File: src/rtl/mem_serializer_pipelined.sv
// Wide-to-narrow memory request serializer: splits a line access into narrow
// word accesses, keeping up to MAX_PENDING reads in flight and reassembling the line.

module mem_serializer_lane #(
  parameter int OUT_W = 32,
  parameter int OB    = 4
) (
  input  logic             clk_i,
  input  logic             rst_i,
  input  logic             i_we,
  input  logic [OUT_W-1:0] i_wdata,
  input  logic [OB-1:0]    i_byteen,
  output logic [OUT_W-1:0] o_word,
  output logic             o_mask
);
  logic [OUT_W-1:0] r_word;

  always_ff @(posedge clk_i or posedge rst_i) begin
    if (rst_i)     r_word <= '0;
    else if (i_we) r_word <= i_wdata;
  end

  assign o_word = r_word;
  assign o_mask = |i_byteen;
endmodule

module mem_serializer_pipelined #(
  parameter int ADDR_WIDTH_BIT     = 32,
  parameter int IN_DATA_WIDTH_BIT  = 128,
  parameter int OUT_DATA_WIDTH_BIT = 32,
  parameter int TAG_WIDTH_BIT      = 1,
  parameter int MAX_PENDING        = 2
) (
  input  logic                            clk_i,
  input  logic                            rst_i,
  input  logic                            in_req_valid,
  output logic                            in_req_ready,
  input  logic                            in_req_rw,
  input  logic [IN_DATA_WIDTH_BIT/8-1:0]  in_req_byteen,
  input  logic [ADDR_WIDTH_BIT-1:0]       in_req_addr,
  input  logic [IN_DATA_WIDTH_BIT-1:0]    in_req_data,
  input  logic [TAG_WIDTH_BIT-1:0]        in_req_tag,
  output logic                            in_rsp_valid,
  input  logic                            in_rsp_ready,
  output logic [IN_DATA_WIDTH_BIT-1:0]    in_rsp_data,
  output logic [TAG_WIDTH_BIT-1:0]        in_rsp_tag,
  output logic                            out_req_valid,
  input  logic                            out_req_ready,
  output logic                            out_req_rw,
  output logic [OUT_DATA_WIDTH_BIT/8-1:0] out_req_byteen,
  output logic [ADDR_WIDTH_BIT+$clog2(IN_DATA_WIDTH_BIT/OUT_DATA_WIDTH_BIT)+$clog2(OUT_DATA_WIDTH_BIT/8)-1:0] out_req_addr,
  output logic [OUT_DATA_WIDTH_BIT-1:0]   out_req_data,
  output logic [TAG_WIDTH_BIT-1:0]        out_req_tag,
  input  logic                            out_rsp_valid,
  output logic                            out_rsp_ready,
  input  logic [OUT_DATA_WIDTH_BIT-1:0]   out_rsp_data
);
  localparam int RATIO  = IN_DATA_WIDTH_BIT / OUT_DATA_WIDTH_BIT;
  localparam int IB     = IN_DATA_WIDTH_BIT / 8;
  localparam int OB     = OUT_DATA_WIDTH_BIT / 8;
  localparam int LOG_R  = $clog2(RATIO);
  localparam int IW     = (LOG_R > 0) ? LOG_R : 1;
  localparam int LOG_OB = $clog2(OB);
  localparam int OAW    = ADDR_WIDTH_BIT + LOG_R + LOG_OB;
  localparam int PW     = $clog2(MAX_PENDING + 1);

  typedef enum logic [1:0] {ST_IDLE, ST_ISSUE, ST_DRAIN, ST_RESP} state_t;

  state_t                       r_state;
  logic                         r_rw;
  logic [ADDR_WIDTH_BIT-1:0]    r_addr;
  logic [TAG_WIDTH_BIT-1:0]     r_tag;
  logic [IN_DATA_WIDTH_BIT-1:0] r_data;
  logic [IB-1:0]                r_byteen;
  logic [RATIO-1:0]             r_mask;
  logic [PW-1:0]                r_pend;
  logic [IW-1:0]                r_rsp_idx;

  logic [RATIO-1:0]                         w_in_mask, w_mask_nxt, w_lane_we;
  logic [RATIO-1:0][OUT_DATA_WIDTH_BIT-1:0] w_line, w_data_words;
  logic [RATIO-1:0][OB-1:0]                 w_be_words;
  logic [IW-1:0]                            w_idx;
  logic w_req_hs, w_rsp_hs, w_last_rsp, w_pend_full;

  // One lane per narrow word: owns its slice of the response line buffer.
  for (genvar g = 0; g < RATIO; g++) begin : g_lane
    assign w_lane_we[g] = w_rsp_hs && (r_rsp_idx == IW'(g));
    mem_serializer_lane #(.OUT_W(OUT_DATA_WIDTH_BIT), .OB(OB)) u_lane (
      .clk_i    (clk_i),
      .rst_i    (rst_i),
      .i_we     (w_lane_we[g]),
      .i_wdata  (out_rsp_data),
      .i_byteen (in_req_byteen[g*OB +: OB]),
      .o_word   (w_line[g]),
      .o_mask   (w_in_mask[g])
    );
  end

  always_comb begin
    w_idx = '0;
    for (int i = RATIO-1; i >= 0; i--)
      if (r_mask[i]) w_idx = IW'(i);
  end

  assign w_mask_nxt   = r_mask & (r_mask - RATIO'(1));
  assign w_data_words = r_data;
  assign w_be_words   = r_byteen;

  assign w_pend_full = (r_pend == PW'(MAX_PENDING));
  assign w_rsp_hs    = out_rsp_valid && out_rsp_ready;
  assign w_req_hs    = out_req_valid && out_req_ready;
  assign w_last_rsp  = w_rsp_hs && (r_rsp_idx == IW'(RATIO-1));

  // A response retiring this cycle frees a slot, so a full window may still issue.
  assign out_req_valid  = (r_state == ST_ISSUE) && (r_mask != '0) && (!w_pend_full || w_rsp_hs);
  assign out_rsp_ready  = (r_pend != '0);
  assign in_req_ready   = (r_state == ST_IDLE) && !rst_i;
  assign in_rsp_valid   = (r_state == ST_RESP);
  assign in_rsp_data    = w_line;
  assign in_rsp_tag     = r_tag;
  assign out_req_rw     = r_rw;
  assign out_req_tag    = r_tag;
  assign out_req_data   = w_data_words[w_idx];
  assign out_req_byteen = w_be_words[w_idx];
  assign out_req_addr   = (OAW'(r_addr) << (LOG_R + LOG_OB)) | (OAW'(w_idx) << LOG_OB);

  always_ff @(posedge clk_i or posedge rst_i) begin
    if (rst_i) begin
      r_state   <= ST_IDLE;
      r_rw      <= 1'b0;
      r_addr    <= '0;
      r_tag     <= '0;
      r_data    <= '0;
      r_byteen  <= '0;
      r_mask    <= '0;
      r_pend    <= '0;
      r_rsp_idx <= '0;
    end else begin
      if (w_req_hs) r_mask <= w_mask_nxt;
      if (!r_rw)    r_pend <= r_pend + PW'(w_req_hs) - PW'(w_rsp_hs);
      if (w_rsp_hs) r_rsp_idx <= r_rsp_idx + IW'(1);
      case (r_state)
        ST_IDLE: if (in_req_valid) begin
          r_rw      <= in_req_rw;
          r_addr    <= in_req_addr;
          r_tag     <= in_req_tag;
          r_data    <= in_req_data;
          r_byteen  <= in_req_rw ? in_req_byteen : '1;
          r_mask    <= in_req_rw ? w_in_mask : '1;
          r_pend    <= '0;
          r_rsp_idx <= '0;
          r_state   <= ST_ISSUE;
        end
        ST_ISSUE: begin
          if (r_mask == '0)                      r_state <= ST_IDLE;
          else if (w_last_rsp)                   r_state <= ST_RESP;
          else if (w_req_hs && w_mask_nxt == '0) r_state <= r_rw ? ST_IDLE : ST_DRAIN;
        end
        ST_DRAIN: if (w_last_rsp)   r_state <= ST_RESP;
        ST_RESP:  if (in_rsp_ready) r_state <= ST_IDLE;
        default:                    r_state <= ST_IDLE;
      endcase
    end
  end
endmodule

File: config.mk
export PLATFORM = sky130hd
export DESIGN_NAME = mem_serializer_pipelined
export DESIGN_NICKNAME = d
export VERILOG_FILES = /design/src/rtl/mem_serializer_pipelined.sv
export SDC_FILE = /design/constraint.sdc
export NUM_CORES = 1
export LEC_CHECK = 0
export BUFFER_PORTS_ARGS = -buffer_cell sky130_fd_sc_hd__buf_2
export CAP_MARGIN = 20
export CORE_MARGIN = 5
export CORE_UTILIZATION = 40
export DETAILED_ROUTE_END_ITERATION = 16
export PLACE_DENSITY = 0.64
export RECOVER_POWER = 100
export SYNTH_ARGS = -nofsm -noshare
export SYNTH_HDL_FRONTEND = slang
export SYNTH_HIERARCHICAL = 1
export SYNTH_SLANG_ARGS = --single-unit
File: constraint.sdc
create_clock -name clk_i -period 12.6 [get_ports clk_i]
set_input_delay 2.52 -clock clk_i [delete_from_list [all_inputs] [get_ports clk_i]]
set_output_delay 2.52 -clock clk_i [all_outputs]
set_load 0.01 [all_outputs]
==> results.toml, run 1 <==
[worst_setup_path]
worst_setup_path_startpoint = "in_req_valid"
cp-start-kind = "input pin"
cpMaxStageDelayCell = "clkbuf_1"
crit_top_cell = "clkbuf_1"
setup.worst_path.end_class = "flip-flop"
worstPathArrival_ps = 7720
critical_path_peak_fanout = 101
critical_path_max_stage_delay_ps = 3080
worst_path_dominant_cell_family = "buffers and inverters"
critPathRequiredTime_ps = 13050
critical_path_cell_list = "clkbuf_1, and2_2, clkbuf_1, clkbuf_1, buf_4, nand2_1, nand2_1"
critPathBufInv = 4
critPathKind = "in -> reg"

[timing]
maxSlewViolCount = 562
report.final.hold_viol_count = 0
maxClockFrequency_mhz = 138
rsz0062_at_grt = "false"
fin_crit_sh = 0.577
report.final.setup_viol = 0
max_slew_margin = -1.88
fin_worst_skew_ps = 15.0
tightestPinTransition_ps = 4330
post-route-min-period_ps = 7270
totalNegativeSetupSlack_ps = 0
timing.final.ws_setup_ps = 5330

[pwr]
swShare = 0.374
total_power_mw = 4.49
pwr-share-clk = 0.221
power.share.combinational = 0.378
ir_drop_uv = 139
p_switching_mw = 1.68
p_leak_nw = 8.16
power.internal_mw = 2.81
seq_power_share = 0.400
power_density_mw_per_mm2 = 274

[global_routing]
global_route_wire_length_before_repair_um = 58800
grt_antenna_before_repair = 14
globalRoute.totalOverflow = 0
first_global_vias = 10399
groute.usage.overall = 0.190
grt_max_degree = 115

[clock_network]
hold_buffers = 0
tritoncts = "done"
cts.htree.levels = 2
post_cts.repair.setup_buffers = 0
clkTransAtPathRegs_ps = 60
cts_repair_resize_count = 0
cts_buf_count = 35
clock-root-buffer = "clkbuf_16"
clock_latency_on_the_worst_skew_pair_ps = 520
cts_max_path_buffers = 3
clock_sinks = 316

[placement]
place_hpwl_um = 26100
post-place-ws_ps = 7080
place.port_buffers = 420
placer_congestion_estimate = 0.802

[die]
die_width_um = 196
dieArea_sq_mm = 0.0383
chipHeight_um = 196
start_util = 0.402
total_number_of_placement_rows = 68
io_pins = 423
area_of_the_core_sq_mm = 0.0343

[yosys]
yosys.area.top_type = "dfrtp_1"
synth_cell_types = 43
synth-seq-area-share = 0.573
ys_async_sr_fraction = 1.00
netlist_instances = 1165
post-synth-top-count-cell = "nand2_1"
syn-cell-area_sq_mm = 0.0138
ys.flop_type = "dfrtp_1"
yosys_warnings = 6
postSynthRegisterBits = 316
synth_common_cells = "nand2_1 (493), dfrtp_1 (316), mux2_4 (120)"
synth-edff-count = 0
syn_area_per_cell_sq_um = 11.8
synth_area_leaders = "dfrtp_1 (57%), nand2_1 (13%), mux2_4 (13%)"
post-synth-top-area-fraction = 0.573

[routing]
antenna_violating_nets_post_route = 0
detail_route.wirelength_um = 37200
wire_per_inst_um = 18.1
drt_first_iter_violations = 386
detail_route.first_pass.iterations = 4
drt-vias-per-instance = 4.79
number_of_design_rule_violations_left_after_detail_routing = 0
route.vias.total = 9832

[hold_path]
worstHoldStart = "r_data[35]"
worst_hold_path_type = "reg -> reg"

[status]
status = "finished with violations"
violations = "capacitance limit, slew limit"

[job]
maxcap_violations = 13

[cells_and_area]
synthToLayoutAreaGrowth_pct = 18.9
design.final.nets = 1790
share_of_post_route_cells_with_drive_strength_above_1 = 0.198
utilization = 0.478
per-layer routing:
layer  wire, um  track usage
met5         69            0
met4        919       0.0561
met3       3180       0.0611
met2      17600        0.311
met1      15400        0.244
area by class of cell:
class | count | area, sq um
Antenna cell | 8 | 20.0
Clock buffer | 53 | 993
Clock inverter | 6 | 118
Fill cell | 3417 | 17900
Inverter | 29 | 110
Multi-Input combinational cell | 750 | 4770
Sequential cell | 316 | 7910
Tap cell | 455 | 569
Timing Repair Buffer | 436 | 1920
tightest hold or removal path: cells and delay by family (launching register included):
family	cells	cell delay [ps]
flops	1	330
simple gates	2	100
stage by stage:
stage	cell area, sq um	cells	hold slack [ps]
detailed placement	16000	1985	455
finish	16400	2053	465
CTS	17100	2044	470
global placement	16000	1985	450
floorplan	13800	1166	437
global route	16400	2049	481
cells by family (layout without fill, tap and decap cells):
| family | after synthesis | in the layout | share of synthesized area |
|---|---|---|---|
| AO/OA/AOI/OAI | 37 | 37 | 0.0171 |
| XOR/XNOR | 2 | 2 | 0.00127 |
| adder cells (fa/ha/maj) | 6 | 6 | 0.00544 |
| buffers and inverters | 100 | 524 | 0.0505 |
| flip-flops | 316 | 316 | 0.573 |
| multiplexers | 166 | 166 | 0.200 |
| other | 1 | 10 | 0.000272 |
| AND/OR/NAND/NOR | 537 | 537 | 0.152 |
flip-flops by register name (all words and copies together) (netlist names), named ones only:
register	flops
r_byteen	16
r_data	128
r_mask	4
r_rsp_idx	2
g_lane.u_lane/o_word	128
in_rsp_tag	1
r_pend	2
r_state	1
r_addr	32
out_req_rw	1
power by group through the flow:
stage	Clock (mW)	Sequential (mW)	Combinational, mW
2_1_floorplan	0	1.86	1.24
3_3_place_gp	0	1.79	1.95
3_5_place_dp	0	1.81	1.98
4_1_cts	1.02	1.80	1.99
5_1_grt	1.07	1.86	1.90
6_report	0.995	1.80	1.70
placed cells by master, fill, tap and decap left out, types with 2 or more instances in the layout:
cell / count
a211oi_1: 2
mux4_1: 10
mux2_2: 8
clkbuf_16: 35
mux4_2: 26
clkbuf_1: 232
o311ai_0: 2
buf_4: 3
a21oi_1: 5
nand2_1: 492
conb_1: 2
xnor2_1: 2
diode_2: 8
mux2_4: 3
clkbuf_8: 5
a31oi_1: 16
bufinv_16: 2
mux2_1: 117
dfrtp_1: 316
nor2_1: 23
inv_1: 27
o21ai_0: 6
mux2i_1: 2
nand3_1: 2
clkinv_8: 2
ha_1: 6
or4_1: 4
and2_2: 5
buf_2: 214
path summary, 6_finish.rpt:
kind	to	slack, ps	cells after the start
hold / removal	r_data[35]	460	2
setup / recovery	r_data[44]	5330	7
hold reg to reg	r_data[35]	460	2
min in group asynchronous	g_lane[2].u_lane/o_word[16]	2790	3
max in group asynchronous	r_data[98]	5470	4
setup reg to reg	r_data[44]	6580	7
(Power assumes the default switching activity.)
==> run 2: changes to the inputs <==
==> constraint.sdc (replaced) <==
create_clock -name clk_i -period 7.15 [get_ports clk_i]
set_input_delay 1.43 -clock clk_i [delete_from_list [all_inputs] [get_ports clk_i]]
set_output_delay 1.43 -clock clk_i [all_outputs]
set_load 0.01 [all_outputs]
==> run 2 against run 1 <==
Compared with the run above:
- the flow still finishes with violations (capacitance limit, slew limit)
- register-to-register slack got worse by 4300 ps
- non-clock buffer count decreased by 2
- setup slack got worse by 3500 ps
- routed wire length increased by 1.5%
- combinational power increased by 74%
- critical path depth decreased by 3
- power increased by 79%
- clock skew increased by 2.3 ps
- sequential share of layout area decreased by 0.30 points
- global-route usage increased by 0.22 points
- design area increased by 0.63%
- largest cell class unchanged
==> results.toml, run 2 (synthesized netlist as in run 1, its figures left out) <==
[cells_and_area]
share_of_post_route_cells_with_drive_strength_above_1 = 0.208
design.final.nets = 1789
utilization = 0.481
synthToLayoutAreaGrowth_pct = 19.7
final_cell_mix = "nand2_1 (493), dfrtp_1 (316), clkbuf_1 (218)"
most_common_cell_after_layout_fill_and_taps_aside = "nand2_1"

[clock_network]
clock-root-buffer = "clkbuf_16"
clock_latency_on_the_worst_skew_pair_ps = 530
hold_buffers = 0
cts.htree.levels = 2
post_cts.repair.setup_buffers = 0
cts_max_path_buffers = 3
clock_sinks = 316
clkTransAtPathRegs_ps = 60
cts_buf_count = 36
tritoncts = "done"
cts_repair_resize_count = 0

[die]
dieArea_sq_mm = 0.0383
start_util = 0.402
io_pins = 423
chipHeight_um = 196
area_of_the_core_sq_mm = 0.0343
total_number_of_placement_rows = 68
die_width_um = 196

[worst_setup_path]
setup.worst_path.end_class = "output port"
critical_path_max_stage_delay_ps = 1770
critPathRequiredTime_ps = 5720
worst_setup_path_startpoint = "r_mask[0]"
critical_path_peak_fanout = 37
worst_path_dominant_cell_family = "buffers and inverters"
cpMaxStageDelayCell = "clkbuf_1"
critical_path_cell_list = "nor3_1, clkbuf_1, mux4_1, clkbuf_1"
cp-start-kind = "flip-flop"
ff2ff_setup_slack_ps = 2270
critPathBufInv = 2
crit_top_cell = "clkbuf_1"
critPathKind = "reg -> out"
worstPathArrival_ps = 3930

[timing]
fin_worst_skew_ps = 17.2
tightestPinTransition_ps = 3880
maxClockFrequency_mhz = 186
report.final.hold_viol_count = 0
rsz0062_at_grt = "false"
fin_crit_sh = 0.750
hold_slack_ps = 465
report.final.setup_viol = 0
post-route-min-period_ps = 5360
maxSlewViolCount = 588
max_slew_margin = -1.59
totalNegativeSetupSlack_ps = 0

[routing]
number_of_design_rule_violations_left_after_detail_routing = 0
antenna_violating_nets_post_route = 0
wire_per_inst_um = 18.3
detail_route.wirelength_um = 37800
drt_first_iter_violations = 361
detail_route.first_pass.iterations = 5
drt-vias-per-instance = 4.79
route.vias.total = 9860

[pwr]
power_density_mw_per_mm2 = 487
p_leak_nw = 8.23
ir_drop_uv = 299
total_power_mw = 8.04

[hold_path]
worstHoldStart = "r_data[66]"
worst_hold_path_type = "reg -> reg"

[global_routing]
grt_antenna_before_repair = 16
groute.usage.overall = 0.192
first_global_vias = 10349
global_route_wire_length_before_repair_um = 59100
globalRoute.totalOverflow = 0
grt_max_degree = 148

[status]
status = "finished with violations"
violations = "capacitance limit, slew limit"

[placement]
place_hpwl_um = 26200
placer_congestion_estimate = 0.843
place.port_buffers = 420

[job]
maxcap_violations = 13
[run 2: stage by stage]
step / instances / cell area, sq um / worst slack (ps)
floorplan: 1166 / 13800 / 606
global placement: 1984 / 16000 / 3610
detailed placement: 1984 / 16000 / 3580
CTS: 2050 / 17200 / 3000
global route: 2057 / 16500 / 1500
finish: 2060 / 16500 / 1790
[run 2: power by group]
part	internal, mW	leakage [nW]	switching (mW)	total [mW]
Combinational	1.25	3.75	1.71	2.96
Sequential	2.66	3.88	0.533	3.20
Clock	1.12	0.605	0.756	1.88
Total	5.04	8.23	3.00	8.04
[run 2: cell type report]
class / count / area (sq um)
sequential: 316 / 7910
multi-input combinational: 750 / 4750
antenna: 10 / 25.0
clock buffer: 49 / 1020
inverter: 29 / 110
tap: 455 / 569
fill: 3332 / 17800
clock inverter: 17 / 196
timing repair buffer: 434 / 1930
[run 2: final timing paths]
path / cells after the start / end
max in group asynchronous: 3 / r_data[8]
min reg2reg: 2 / r_data[66]
max: 4 / out_req_data[0]
min in group asynchronous: 2 / g_lane[0].u_lane/o_word[13]
max reg2reg: 5 / r_data[70]
min: 2 / r_data[66]
[run 2: worst min-delay path, cell delays in order, from the launching register on]
cell     delay [ps]
dfrtp_1         330
nand2_1          50
nand2_1          50
[run 2: layer usage]
| metal | routed length, um | GRT usage | vias to the layer above | part of all wire |
|---|---|---|---|---|
| met4 | 1040 | 0.0621 | 10 | 0.028 |
| met2 | 18100 | 0.315 | 353 | 0.48 |
| met1 | 15400 | 0.244 | 4807 | 0.41 |
| met5 | 64 | 0 | - | 0.0017 |
| met3 | 3160 | 0.0625 | 77 | 0.084 |
| li1 | - | - | 4613 | - |
